--- config.mk ---
export PLATFORM = sky130hd
export DESIGN_NAME = instr_decoder_flat
export DESIGN_NICKNAME = d
export VERILOG_FILES = /design/src/rtl/opcodes.sv /design/src/rtl/instr_decoder_if.sv /design/src/rtl/instr_decode_rom.sv /design/src/rtl/instr_decoder.sv /design/src/flat_wrapper.sv
export SDC_FILE = /design/constraint.sdc
export NUM_CORES = 1
export LEC_CHECK = 0
export CAP_MARGIN = 20
export CORE_MARGIN = 2
export CORE_UTILIZATION = 41
export DETAILED_ROUTE_END_ITERATION = 7
export GPL_TIMING_DRIVEN = 0
export PLACE_DENSITY = 0.84
export SLEW_MARGIN = 20
export SYNTH_ARGS = -nofsm -noshare
export SYNTH_HDL_FRONTEND = slang
export SYNTH_SLANG_ARGS = --single-unit
--- constraint.sdc ---
create_clock -name Clock -period 1.85 [get_ports Clock]
set_input_delay 0.185 -clock Clock [delete_from_list [all_inputs] [get_ports Clock]]
set_output_delay 0.185 -clock Clock [all_outputs]
set_load 0.01 [all_outputs]
--- src/rtl/opcodes.sv ---
// Opcode map, ALU/PC select encodings, FSM states and the decoded control word.
// HALT exists only when ILLEGAL_TRAP_EN is defined (unknown opcodes trap instead of acting as NOP).
package opcodes;

  typedef enum logic [2:0] {
    FnACC = 3'd0,
    FnADD = 3'd1,
    FnSUB = 3'd2,
    FnAND = 3'd3,
    FnOR  = 3'd4,
    FnXOR = 3'd5
  } alu_functions_t;

  typedef enum logic [1:0] {
    Lr    = 2'd0,
    Pc1   = 2'd1,
    PcRel = 2'd2,
    PcAbs = 2'd3
  } pc_select_t;

  typedef enum logic [1:0] {
    FETCH  = 2'd0,
    DECODE = 2'd1,
    EXEC   = 2'd2
`ifdef ILLEGAL_TRAP_EN
    , HALT = 2'd3
`endif
  } state_t;

  typedef enum logic [1:0] {
    ImmNone = 2'd0,
    Imm5    = 2'd1,
    Imm8    = 2'd2
  } imm_src_t;

  localparam logic [4:0] OpNop   = 5'b00000;
  localparam logic [4:0] OpAdd   = 5'b00101;
  localparam logic [4:0] OpAddi  = 5'b00110;
  localparam logic [4:0] OpAdc   = 5'b00111;
  localparam logic [4:0] OpAdci  = 5'b01000;
  localparam logic [4:0] OpAddib = 5'b01001;

  typedef struct packed {
    alu_functions_t aluFn;
    pc_select_t     pcSel;
    imm_src_t       immSrc;
    logic           immSel;
    logic           regWe;
    logic           flagsWe;
    logic           cinUse;
    logic           pcWe;
    logic           raFromRd;
    logic           illegal;
  } ctrl_t;

  localparam ctrl_t NopCtrl = '{
    aluFn: FnACC, pcSel: Pc1, immSrc: ImmNone, immSel: 1'b0, regWe: 1'b0,
    flagsWe: 1'b0, cinUse: 1'b0, pcWe: 1'b1, raFromRd: 1'b0, illegal: 1'b0
  };

  localparam ctrl_t AddCtrl = '{
    aluFn: FnADD, pcSel: Pc1, immSrc: ImmNone, immSel: 1'b0, regWe: 1'b1,
    flagsWe: 1'b1, cinUse: 1'b0, pcWe: 1'b1, raFromRd: 1'b0, illegal: 1'b0
  };

  // A trapped instruction writes nothing, including the PC.
  localparam ctrl_t TrapCtrl = '{
    aluFn: FnACC, pcSel: Lr, immSrc: ImmNone, immSel: 1'b0, regWe: 1'b0,
    flagsWe: 1'b0, cinUse: 1'b0, pcWe: 1'b0, raFromRd: 1'b0, illegal: 1'b1
  };

endpackage

--- src/rtl/instr_decoder_if.sv ---
// Instruction fetch handshake: decoder (master) raises mem_req, bus (slave) answers with mem_ack + instr.
// No backpressure beyond the request being held until acknowledged.
interface instr_decoder_if #(
  parameter int DATA_W = 16
);
  logic              mem_req;
  logic              mem_ack;
  logic [DATA_W-1:0] instr;

  modport master (output mem_req, input mem_ack, input instr);
  modport slave  (input mem_req, output mem_ack, output instr);
endinterface

--- src/rtl/instr_decode_rom.sv ---
// Combinational opcode-to-control-word table; zero latency, no handshake.
// Unknown opcodes map to TrapCtrl with ILLEGAL_TRAP_EN defined, otherwise to NopCtrl.
module instr_decode_rom
  import opcodes::*;
(
  input  logic [4:0] opcode,
  output ctrl_t      ctrl
);

  always_comb begin
    ctrl = NopCtrl;
    case (opcode)
      OpNop: ctrl = NopCtrl;
      OpAdd: ctrl = AddCtrl;
      OpAddi: begin
        ctrl        = AddCtrl;
        ctrl.immSel = 1'b1;
        ctrl.immSrc = Imm5;
      end
      OpAdc: begin
        ctrl        = AddCtrl;
        ctrl.cinUse = 1'b1;
      end
      OpAdci: begin
        ctrl        = AddCtrl;
        ctrl.immSel = 1'b1;
        ctrl.immSrc = Imm5;
        ctrl.cinUse = 1'b1;
      end
      OpAddib: begin
        // Two-operand immediate form: the destination doubles as source A.
        ctrl          = AddCtrl;
        ctrl.immSel   = 1'b1;
        ctrl.immSrc   = Imm8;
        ctrl.raFromRd = 1'b1;
      end
      default: begin
`ifdef ILLEGAL_TRAP_EN
        ctrl = TrapCtrl;
`else
        ctrl = NopCtrl;
`endif
      end
    endcase
  end

endmodule

--- src/rtl/instr_decoder.sv ---
// Multi-cycle fetch/decode/execute sequencer: EXEC follows the mem_ack cycle by 2 cycles; writes pulse for 1 cycle in EXEC.
// mem_req is held until mem_ack; ILLEGAL_TRAP_EN makes unknown opcodes halt (HALT, exit only via Reset).
module instr_decoder
  import opcodes::*;
#(
  parameter int DATA_W = 16
) (
  input  logic              Clock,
  input  logic              Reset,
  instr_decoder_if.master   fetchBus,
  output alu_functions_t    alu_fn,
  output pc_select_t        pc_sel,
  output logic              pc_we,
  output logic [2:0]        rd,
  output logic [2:0]        ra,
  output logic [2:0]        rb,
  output logic [DATA_W-1:0] imm,
  output logic              imm_sel,
  output logic              reg_we,
  output logic              flags_we,
  output logic              cin_use,
  output logic              illegal
);

  state_t            state;
  state_t            nextState;
  logic [DATA_W-1:0] ir;
  ctrl_t             romCtrl;
  logic [DATA_W-1:0] immExt;
  logic [2:0]        raSel;
  logic              regWeQ;
  logic              flagsWeQ;
  logic              pcWeQ;

  instr_decode_rom uRom (
    .opcode (ir[15:11]),
    .ctrl   (romCtrl)
  );

  always_comb begin
    immExt = '0;
    case (romCtrl.immSrc)
      Imm5:    immExt = {{(DATA_W-5){ir[4]}}, ir[4:0]};
      Imm8:    immExt = {{(DATA_W-8){ir[7]}}, ir[7:0]};
      default: immExt = '0;
    endcase
  end

  assign raSel = romCtrl.raFromRd ? ir[10:8] : ir[7:5];

  always_ff @(posedge Clock) begin
    if (Reset) begin
      state <= FETCH;
    end else begin
      state <= nextState;
    end
  end

  always_comb begin
    nextState        = state;
    fetchBus.mem_req = 1'b0;
    case (state)
      FETCH: begin
        // Gated by Reset so no request leaks out while reset is still held.
        fetchBus.mem_req = ~Reset;
        if (fetchBus.mem_ack) begin
          nextState = DECODE;
        end
      end
      DECODE: nextState = EXEC;
      EXEC: begin
`ifdef ILLEGAL_TRAP_EN
        nextState = illegal ? HALT : FETCH;
`else
        nextState = FETCH;
`endif
      end
`ifdef ILLEGAL_TRAP_EN
      HALT: nextState = HALT;
`endif
      default: nextState = FETCH;
    endcase
  end

  always_ff @(posedge Clock) begin
    if (Reset) begin
      ir <= '0;
    end else if (state == FETCH && fetchBus.mem_ack) begin
      ir <= fetchBus.instr;
    end
  end

  // Fields and control word are registered once in DECODE and stay stable until the next DECODE.
  always_ff @(posedge Clock) begin
    if (Reset) begin
      alu_fn   <= FnACC;
      pc_sel   <= Lr;
      rd       <= '0;
      ra       <= '0;
      rb       <= '0;
      imm      <= '0;
      imm_sel  <= 1'b0;
      cin_use  <= 1'b0;
      illegal  <= 1'b0;
      regWeQ   <= 1'b0;
      flagsWeQ <= 1'b0;
      pcWeQ    <= 1'b0;
    end else if (state == DECODE) begin
      alu_fn   <= romCtrl.aluFn;
      pc_sel   <= romCtrl.pcSel;
      rd       <= ir[10:8];
      ra       <= raSel;
      rb       <= ir[4:2];
      imm      <= immExt;
      imm_sel  <= romCtrl.immSel;
      cin_use  <= romCtrl.cinUse;
      illegal  <= romCtrl.illegal;
      regWeQ   <= romCtrl.regWe;
      flagsWeQ <= romCtrl.flagsWe;
      pcWeQ    <= romCtrl.pcWe;
    end
  end

  assign reg_we   = regWeQ   & (state == EXEC);
  assign flags_we = flagsWeQ & (state == EXEC);
  assign pc_we    = pcWeQ    & (state == EXEC);

endmodule

--- src/flat_wrapper.sv ---
// flat-port wrapper written by rule: the top's interface ports become plain ports
module instr_decoder_flat import opcodes::*;
#(
  parameter int DATA_W = 16
)
  (Clock, Reset, alu_fn, pc_sel, pc_we, rd, ra, rb, imm, imm_sel, reg_we, flags_we, cin_use, illegal, fetchBus_mem_req, fetchBus_mem_ack, fetchBus_instr);
  instr_decoder_if #(.DATA_W(DATA_W)) fetchBus_i ();
  input  logic Clock;
  input  logic Reset;
  output alu_functions_t alu_fn;
  output pc_select_t pc_sel;
  output logic pc_we;
  output logic [2:0] rd;
  output logic [2:0] ra;
  output logic [2:0] rb;
  output logic [DATA_W-1:0] imm;
  output logic imm_sel;
  output logic reg_we;
  output logic flags_we;
  output logic cin_use;
  output logic illegal;
  output wire logic [$bits(fetchBus_i.mem_req)-1:0] fetchBus_mem_req;
  input wire logic [$bits(fetchBus_i.mem_ack)-1:0] fetchBus_mem_ack;
  input wire logic [$bits(fetchBus_i.instr)-1:0] fetchBus_instr;
  assign fetchBus_mem_req = fetchBus_i.mem_req;
  assign fetchBus_i.mem_ack = fetchBus_mem_ack;
  assign fetchBus_i.instr = fetchBus_instr;
  instr_decoder #(.DATA_W(DATA_W)) u_core (.Clock(Clock), .Reset(Reset), .fetchBus(fetchBus_i), .alu_fn(alu_fn), .pc_sel(pc_sel), .pc_we(pc_we), .rd(rd), .ra(ra), .rb(rb), .imm(imm), .imm_sel(imm_sel), .reg_we(reg_we), .flags_we(flags_we), .cin_use(cin_use), .illegal(illegal));
endmodule
==> impl_metrics.prom, run 1 <==
# TYPE chip_impl_metric gauge
chip_impl_info{name="run_status",value="complete, but fails checks"} 1
chip_impl_info{name="violations",value="setup timing"} 1
chip_impl_metric{name="syn_to_final_growth",unit="%"} 45.5
chip_impl_metric{name="cts_hold_buffers",unit=""} 0
chip_impl_info{name="worst_r2r_endpoint",value="u_core.imm[3]"} 1
chip_impl_metric{name="critPathRequiredTime",unit="ps"} 2070
chip_impl_metric{name="die_x",unit="um"} 68.0
chip_impl_metric{name="synth.yosys.warnings",unit=""} 0
chip_impl_metric{name="floorplan.io_pins",unit=""} 56
chip_impl_info{name="critical_path_source_type",value="flop"} 1
chip_impl_info{name="timing_worst_setup_path_type",value="flop to flop"} 1
chip_impl_metric{name="grt_antenna_before_repair",unit=""} 0
chip_impl_metric{name="detail_route.first_pass.iterations",unit=""} 4
chip_impl_metric{name="design.final.nets",unit=""} 274
chip_impl_metric{name="vias_in_the_first_global_route",unit=""} 1380
chip_impl_metric{name="finalWorstSetupSlack",unit="ps"} -45.0
chip_impl_metric{name="power-per-cell-area",unit="nW/um^2"} 713
chip_impl_info{name="worstPathCellList",value="or3b_4, a211o_4, ha_4, o21ba_4, nand3_1, a21oi_1"} 1
chip_impl_metric{name="final_hold_viol_count",unit=""} 0
chip_impl_info{name="ctsRootBufferMaster",value="clkbuf_8"} 1
chip_impl_metric{name="cts_made_buffers",unit=""} 5
chip_impl_metric{name="max_clock_freq",unit="GHz"} 0.528
chip_impl_metric{name="max_cap_viol_count",unit=""} 0
chip_impl_info{name="min_to",value="u_core.cin_use"} 1
chip_impl_metric{name="placedInstanceArea",unit="um^2"} 2280
chip_impl_metric{name="r2r_setup_slack",unit="ps"} -50
chip_impl_metric{name="slew_headroom",unit="%"} 66.1
chip_impl_info{name="critical_path.endpoint_type",value="flop"} 1
chip_impl_metric{name="die_area",unit="um^2"} 4630
chip_impl_metric{name="fin_worst_skew",unit="ps"} 3.14
chip_impl_metric{name="worstMarginPinSlew",unit="ps"} 508
chip_impl_metric{name="avgSynthCellArea",unit="um^2"} 8.99
chip_impl_metric{name="power.ir.vdd_worst",unit="uV"} 478
chip_impl_metric{name="coreArea",unit="um^2"} 3970
chip_impl_info{name="synth_top_family_by_area",value="simple AND/OR/NAND/NOR gates"} 1
chip_impl_metric{name="grt_resource_usage_total",unit="%"} 18.1
chip_impl_metric{name="synthesized_instance_count",unit=""} 187
chip_impl_info{name="unrepaired_setup_endpoints_after_global_routing",value="yes"} 1
chip_impl_info{name="path_delay_family",value="compound AO/OA/AOI/OAI gates"} 1
chip_impl_metric{name="drt-initial-drc-count",unit=""} 54
chip_impl_metric{name="clock_tree.htree_level_count",unit=""} 2
chip_impl_metric{name="setup_viol",unit=""} 5
chip_impl_metric{name="timing.final.max_slew_violations",unit=""} 0
chip_impl_metric{name="multi_input_comb_area",unit="um^2"} 787
chip_impl_metric{name="proportion_of_synthesized_area_in_mux_cells",unit="%"} 9.52
chip_impl_metric{name="overflow",unit=""} 0
chip_impl_metric{name="grt_pass1_wl",unit="mm"} 6.13
chip_impl_metric{name="drc_errors",unit=""} 0
chip_impl_metric{name="timing.hold.ws",unit="ps"} 252
chip_impl_metric{name="clock_insertion_delay_worst_skew",unit="ps"} 290
chip_impl_metric{name="final_cell_area",unit="um^2"} 2450
chip_impl_metric{name="grt_start_max_net_pins",unit=""} 12
chip_impl_metric{name="numPortBuffers",unit=""} 50
chip_impl_metric{name="initial_utilization",unit="%"} 42.3
chip_impl_metric{name="max_stage_delay",unit="ps"} 390
chip_impl_metric{name="via_count",unit=""} 1510
chip_impl_metric{name="cp.arrival",unit="ps"} 2120
chip_impl_metric{name="worst-r2r-cell-count",unit=""} 6
chip_impl_metric{name="antenna_cells",unit=""} 0
chip_impl_metric{name="post_route_fraction_of_the_period_consumed_by_the_critical_path",unit="%"} 102
chip_impl_metric{name="floorplan.die.height",unit="um"} 68.0
chip_impl_info{name="cpMaxStageDelayCell",value="or3b_4"} 1
chip_impl_metric{name="ys_types",unit=""} 30
chip_impl_metric{name="simple_gate_share_of_the_synthesized_area",unit="%"} 19.0
chip_impl_metric{name="layout.area.seq",unit="um^2"} 787
chip_impl_metric{name="drt-total-wl",unit="mm"} 3.90
chip_impl_metric{name="routedWlPerCell",unit="um"} 12.9
chip_impl_metric{name="setup_total_negative_slack",unit="ps"} -158
chip_impl_metric{name="synth_compound_gate_area_share",unit="%"} 12.9
chip_impl_metric{name="synth-xor-area-share",unit="%"} 0
chip_impl_metric{name="layout.cells.non_filler",unit=""} 303
chip_impl_metric{name="vias_per_cell",unit=""} 4.98
chip_impl_metric{name="synth_adder_area_share",unit="%"} 1.49
chip_impl_metric{name="critical_path.max_fanout",unit=""} 5
chip_impl_metric{name="dpl.hpwl",unit="mm"} 2.87
chip_impl_metric{name="synthesis.area",unit="um^2"} 1680
chip_impl_metric{name="final_weighted_congestion_in_routability_driven_placement",unit=""} 0.823
chip_impl_metric{name="cts.path.max_buffers",unit=""} 2
chip_impl_metric{name="dp.cells",unit=""} 290
chip_impl_info{name="cts_tree",value="built"} 1
chip_impl_metric{name="synth.yosys.seq_area_share",unit="%"} 46.4
chip_impl_metric{name="fillerInstances",unit=""} 334
chip_impl_info{name="hold_class",value="input pin to flop"} 1
chip_impl_metric{name="leakage",unit="nW"} 0.938
chip_impl_metric{name="worstHoldPathCells",unit=""} 2
chip_impl_metric{name="num_rows",unit=""} 23
chip_impl_metric{name="pre_cts_slack",unit="ps"} -221
chip_impl_metric{name="critPathBufInv",unit=""} 0
chip_impl_metric{name="ant_nets",unit=""} 0
chip_impl_metric{name="cts.sink_count",unit=""} 39
chip_impl_metric{name="cts.clk_slew.worst_paths",unit="ps"} 70
chip_impl_metric{name="timing.final.crit_period",unit="ps"} 1900
chip_impl_metric{name="ys_ff_latch",unit=""} 39
chip_impl_metric{name="drive_gt1_share",unit="%"} 18.6
chip_impl_info{name="timing.rr.start",value="u_core.ir[12]"} 1
chip_impl_info{name="holdCritStartpoint",value="Reset"} 1
==> state kept, by name, indices dropped and copies added (netlist names) <==
name,count
u_core.ra,3
u_core.state,2
u_core.cin_use,1
u_core.flagsWeQ,1
u_core.imm_sel,1
u_core.rb,3
u_core.pc_sel,1
u_core.rd,3
u_core.imm,8
u_core.ir,16
==> kinds of logic after synthesis <==
family | count (synthesis)
AND/OR/NAND/NOR | 69
flip-flops | 39
AO/OA/AOI/OAI | 30
buffers and inverters | 30
multiplexers | 16
adder cells (fa/ha/maj) | 2
other | 1
==> stage by stage <==
step | power, mW | util (%)
after CTS | 1.75 | 60.8
after floorplan | 1.06 | -
after global routing | 1.81 | 61.6
final | 1.74 | 61.6
after global placement | 1.16 | 57.5
after detailed placement | 1.17 | 57.5
==> synthesized netlist by cell type <==
cell,n,share of area [%]
or3b_1,1,0.52
inv_1,3,0.67
ha_1,2,1.5
o21ai_0,3,0.89
clkbuf_1,8,1.8
a22o_1,3,1.6
conb_1,1,0.22
buf_4,15,6.7
o31a_2,1,0.60
and3b_1,2,1.0
o32a_2,1,0.67
mux2i_1,16,9.5
dfxtp_1,39,46
nor3b_1,3,1.3
nand2b_1,2,0.74
nor2_1,28,6.2
nor3_1,1,0.30
nand2_1,18,4.0
a22oi_1,3,1.3
nand3b_1,3,1.3
o41ai_1,2,1.0
buf_2,3,0.89
nand3_1,8,2.4
a311oi_2,1,0.89
o21ba_2,1,0.60
a211o_1,1,0.52
a21oi_1,11,3.3
nor2b_1,3,1.1
a311oi_1,3,1.6
clkbuf_2,1,0.30
==> per-layer routing <==
layer / vias up / track usage (%) / part of all wire [%]
li1: 750 / - / -
met1: 710 / 21.2 / 42
met2: 44 / 30.6 / 50
met3: 6 / 6.58 / 6.9
met4: 0 / 6.00 / 1.5
met5: - / 0 / 0
==> how the worst max path moves through the flow <==
stage	startpoint	end	slack, ps	depth (start not counted)
3_3_place_gp	u_core.ir[14]	u_core.imm[0]	-150	7
3_5_place_dp	u_core.ir[14]	u_core.imm[6]	-220	8
5_1_grt	u_core.ir[12]	u_core.imm[0]	-110	6
4_1_cts	u_core.ir[13]	u_core.imm[0]	-30	6
2_1_floorplan	u_core.ir[13]	u_core.imm[5]	-40	8
6_report	u_core.ir[12]	u_core.imm[3]	-50	6
==> where the power goes <==
group          switching [mW]  internal [mW]  leakage [nW]
sequential             0.0318          0.877         0.320
combinational           0.120          0.139         0.571
clock                   0.284          0.292        0.0470
==> cell usage in the layout (no fill, tap or decap), types with 4 or more instances in the layout <==
cell	n
clkdlybuf4s50_1	50
dfxtp_1	36
clkbuf_1	8
buf_4	22
nor2_1	27
conb_1	4
clkbuf_8	6
a21oi_1	10
nand2_1	18
mux2i_1	16
nand3_1	7
==> cell type report <==
type / count / area share [%]
multi-input combinational: 121 / 32.2
timing repair buffer: 57 / 22.6
buffer: 26 / 6.44
tap: 50 / 2.56
clock buffer: 6 / 3.38
sequential: 39 / 32.2
inverter: 3 / 0.460
clock inverter: 1 / 0.205
==> repair_timing <==
item	in CTS	in global routing
resized for setup	4	3
pin swaps	2	1
endpoints found under the setup margin	8	8
buffers inserted	5	2
Power figures use the tool's default switching activity.
==> inputs of run 2 (changes only) <==
RECOVER_POWER = 100   (was default)
==> run 2 against run 1 <==
Net effect:
- the flow still finishes with violations (setup timing)
- clock-buffer cell count did not move
- sequential share of layout area did not move
- final area stayed put
- global-route usage stayed put
- cell count is the same
- setup slack got worse by 3.0 ps
- sequential power about the same
- first-iteration DRC count rose by 7.4%
- routed wire length fell by 0.46%
- sequential cell count unchanged
- critical path depth unchanged
- critical path type unchanged
- highest routed layer unchanged
==> impl_metrics.prom, run 2 (synthesis gave the netlist of run 1 again) <==
# TYPE chip_impl_metric gauge
chip_impl_metric{name="cp.arrival",unit="ps"} 2120
chip_impl_metric{name="floorplan.io_pins",unit=""} 56
chip_impl_metric{name="drt-initial-drc-count",unit=""} 58
chip_impl_metric{name="timing.final.crit_period",unit="ps"} 1900
chip_impl_metric{name="finalWorstSetupSlack",unit="ps"} -48.0
chip_impl_metric{name="power-per-cell-area",unit="nW/um^2"} 713
chip_impl_info{name="critical_path_source_type",value="flop"} 1
chip_impl_metric{name="slew_headroom",unit="%"} 65.7
chip_impl_metric{name="timing.final.max_slew_violations",unit=""} 0
chip_impl_metric{name="syn_to_final_growth",unit="%"} 45.5
chip_impl_metric{name="cts_made_buffers",unit=""} 5
chip_impl_metric{name="max_stage_delay",unit="ps"} 390
chip_impl_metric{name="via_count",unit=""} 1511
chip_impl_info{name="cts_tree",value="built"} 1
chip_impl_metric{name="final_cell_area",unit="um^2"} 2450
chip_impl_metric{name="grt.met1_usage",unit="%"} 21.2
chip_impl_metric{name="grt_antenna_before_repair",unit=""} 0
chip_impl_info{name="cpMaxStageDelayCell",value="or3b_4"} 1
chip_impl_metric{name="ant_nets",unit=""} 0
chip_impl_metric{name="die_x",unit="um"} 68.0
chip_impl_metric{name="power_switching",unit="mW"} 0.441
chip_impl_metric{name="coreArea",unit="um^2"} 3970
chip_impl_metric{name="power_frac_seq",unit="%"} 52.1
chip_impl_metric{name="grt_use_met3",unit="%"} 6.58
chip_impl_metric{name="numPortBuffers",unit=""} 50
chip_impl_metric{name="vias_per_cell",unit=""} 4.99
chip_impl_metric{name="final_weighted_congestion_in_routability_driven_placement",unit=""} 0.823
chip_impl_metric{name="grt_resource_usage_total",unit="%"} 18.1
chip_impl_metric{name="critical_path.max_fanout",unit=""} 5
chip_impl_metric{name="max_reg_flops",unit=""} 16
chip_impl_metric{name="dpl.hpwl",unit="mm"} 2.87
chip_impl_metric{name="critPathRequiredTime",unit="ps"} 2070
chip_impl_metric{name="overflow",unit=""} 0
chip_impl_info{name="critical_path.endpoint_type",value="flop"} 1
chip_impl_metric{name="layout.area.seq",unit="um^2"} 787
chip_impl_metric{name="max_clock_freq",unit="GHz"} 0.527
chip_impl_info{name="ctsRootBufferMaster",value="clkbuf_8"} 1
chip_impl_metric{name="design.final.nets",unit=""} 274
chip_impl_metric{name="grt_met2_use",unit="%"} 30.6
chip_impl_metric{name="internal_power",unit="mW"} 1.30
chip_impl_metric{name="fillerInstances",unit=""} 334
chip_impl_info{name="run_status",value="complete, but fails checks"} 1
chip_impl_info{name="hold_class",value="input pin to flop"} 1
chip_impl_metric{name="placedInstanceArea",unit="um^2"} 2280
chip_impl_info{name="commonest_cells_after_routing_fill_and_taps_aside",value="36 x dfxtp_1, 32 x dlygate4sd3_1, 27 x nor2_1"} 1
chip_impl_metric{name="multi_input_comb_area",unit="um^2"} 787
chip_impl_metric{name="setup_viol",unit=""} 5
chip_impl_metric{name="grt_start_max_net_pins",unit=""} 12
chip_impl_info{name="worstPathCellList",value="or3b_4, a211o_4, ha_4, o21ba_4, nand3_1, a21oi_1"} 1
chip_impl_info{name="unrepaired_setup_endpoints_after_global_routing",value="yes"} 1
chip_impl_metric{name="routedWlPerCell",unit="um"} 12.8
chip_impl_info{name="timing_worst_setup_path_type",value="flop to flop"} 1
chip_impl_info{name="violations",value="setup timing"} 1
chip_impl_metric{name="timing.hold.ws",unit="ps"} 252
chip_impl_metric{name="cts.path.max_buffers",unit=""} 2
chip_impl_metric{name="die_area",unit="um^2"} 4630
chip_impl_metric{name="worstMarginPinSlew",unit="ps"} 515
chip_impl_metric{name="fin_worst_skew",unit="ps"} 3.85
chip_impl_info{name="layout_commonest_cell",value="dfxtp_1"} 1
chip_impl_metric{name="clock_tree.htree_level_count",unit=""} 2
chip_impl_metric{name="drt-total-wl",unit="mm"} 3.88
chip_impl_metric{name="power.ir.vdd_worst",unit="uV"} 475
chip_impl_metric{name="cts.clk_slew.worst_paths",unit="ps"} 70
chip_impl_metric{name="detail_route.first_pass.iterations",unit=""} 4
chip_impl_metric{name="initial_utilization",unit="%"} 42.3
chip_impl_info{name="largest_register",value="u_core.ir"} 1
chip_impl_metric{name="max_cap_viol_count",unit=""} 0
chip_impl_metric{name="swShare",unit="%"} 25.3
chip_impl_metric{name="antenna_cells",unit=""} 0
chip_impl_metric{name="vias_in_the_first_global_route",unit=""} 1380
chip_impl_metric{name="final_hold_viol_count",unit=""} 0
chip_impl_metric{name="floorplan.die.height",unit="um"} 68.0
chip_impl_metric{name="leakage",unit="nW"} 1.05
chip_impl_metric{name="post_route_fraction_of_the_period_consumed_by_the_critical_path",unit="%"} 103
chip_impl_metric{name="cts.sink_count",unit=""} 39
chip_impl_info{name="global_routing_s_busiest_layer",value="met2"} 1
chip_impl_metric{name="num_rows",unit=""} 23
chip_impl_metric{name="power_frac_clock",unit="%"} 33.3
chip_impl_metric{name="power_frac_comb",unit="%"} 14.6
chip_impl_metric{name="drc_errors",unit=""} 0
chip_impl_metric{name="clock_insertion_delay_worst_skew",unit="ps"} 300
chip_impl_metric{name="drive_gt1_share",unit="%"} 18.6
chip_impl_info{name="layout_top_registers",value="u_core.ir x16, u_core.imm x8"} 1
chip_impl_metric{name="grt_pass1_wl",unit="mm"} 6.13
-- run 2: cell types whose count changed in the layout (fill, tap and decap cells not counted) --
cell             before  now
clkbuf_4              0    1
clkbuf_2              0    2
clkdlybuf4s50_1      50   18
buf_2                 3    1
dlygate4sd3_1         0   32
buf_4                22   21
-- run 2: power groups by stage --
stage	registers, mW	logic [mW]	clock network, mW
2_1_floorplan	0.925	0.140	0
3_3_place_gp	0.928	0.230	0
3_5_place_dp	0.930	0.237	0
4_1_cts	0.906	0.253	0.589
5_1_grt	0.911	0.278	0.620
6_report	0.908	0.254	0.581
-- run 2: metal layers --
metal | wire, um | up-vias
met5 | 0 | -
met4 | 70 | 0
met3 | 258 | 7
met2 | 1910 | 46
met1 | 1650 | 707
li1 | - | 751
-- run 2: cell type report --
| cell class | count | share of cell area (%) |
|---|---|---|
| flip-flops and latches | 39 | 32.2 |
| multi-input cells | 121 | 32.2 |
| inverters | 3 | 0.460 |
| well taps | 50 | 2.56 |
| plain buffers | 26 | 6.44 |
| clock buffers | 6 | 3.38 |
| repair buffers | 57 | 22.6 |
| clock inverters | 1 | 0.205 |
-- run 2: worst max-delay path: cells and delay by family (launching register included) --
family          cells  cell delay, ps
simple gates        2             480
fa+ha+maj           1             230
compound gates      3             770
flops               1             350
-- run 2: timing repair --
item	4_1_cts	5_1_grt
resized for setup	4	3
cloned	0	0
buffers inserted	5	2
hold buffers	0	0
pin swaps	2	1
setup endpoints to repair	8	8
-- run 2: path summary, 6_finish.rpt --
check	start	end	slack [ps]	depth (start not counted)
max	u_core.ir[12]	u_core.imm[3]	-50	6
min	Reset	u_core.flagsWeQ	250	2
max reg2reg	u_core.ir[12]	u_core.imm[3]	-50	6
min reg2reg	u_core.rb[0]	u_core.rb[0]	450	2
-- run 2: stage by stage --
stage	setup TNS (ps)	std cells	util [%]	power, mW	setup WS (ps)
after global placement	-1090	290	57.5	1.16	-152
after global routing	-609	303	61.6	1.81	-105
final	-159	303	61.6	1.74	-48.0
after detailed placement	-1510	290	57.5	1.17	-221
after floorplan	-258	190	-	1.06	-44.3
after CTS	-108	301	60.8	1.75	-34.6
==> inputs of run 3 (changes only) <==
ABC_CLOCK_PERIOD_IN_PS = 1850   (was default)
==> results of run 3 <==
The final DEF is identical to that of run 2; final timing and power are the same.
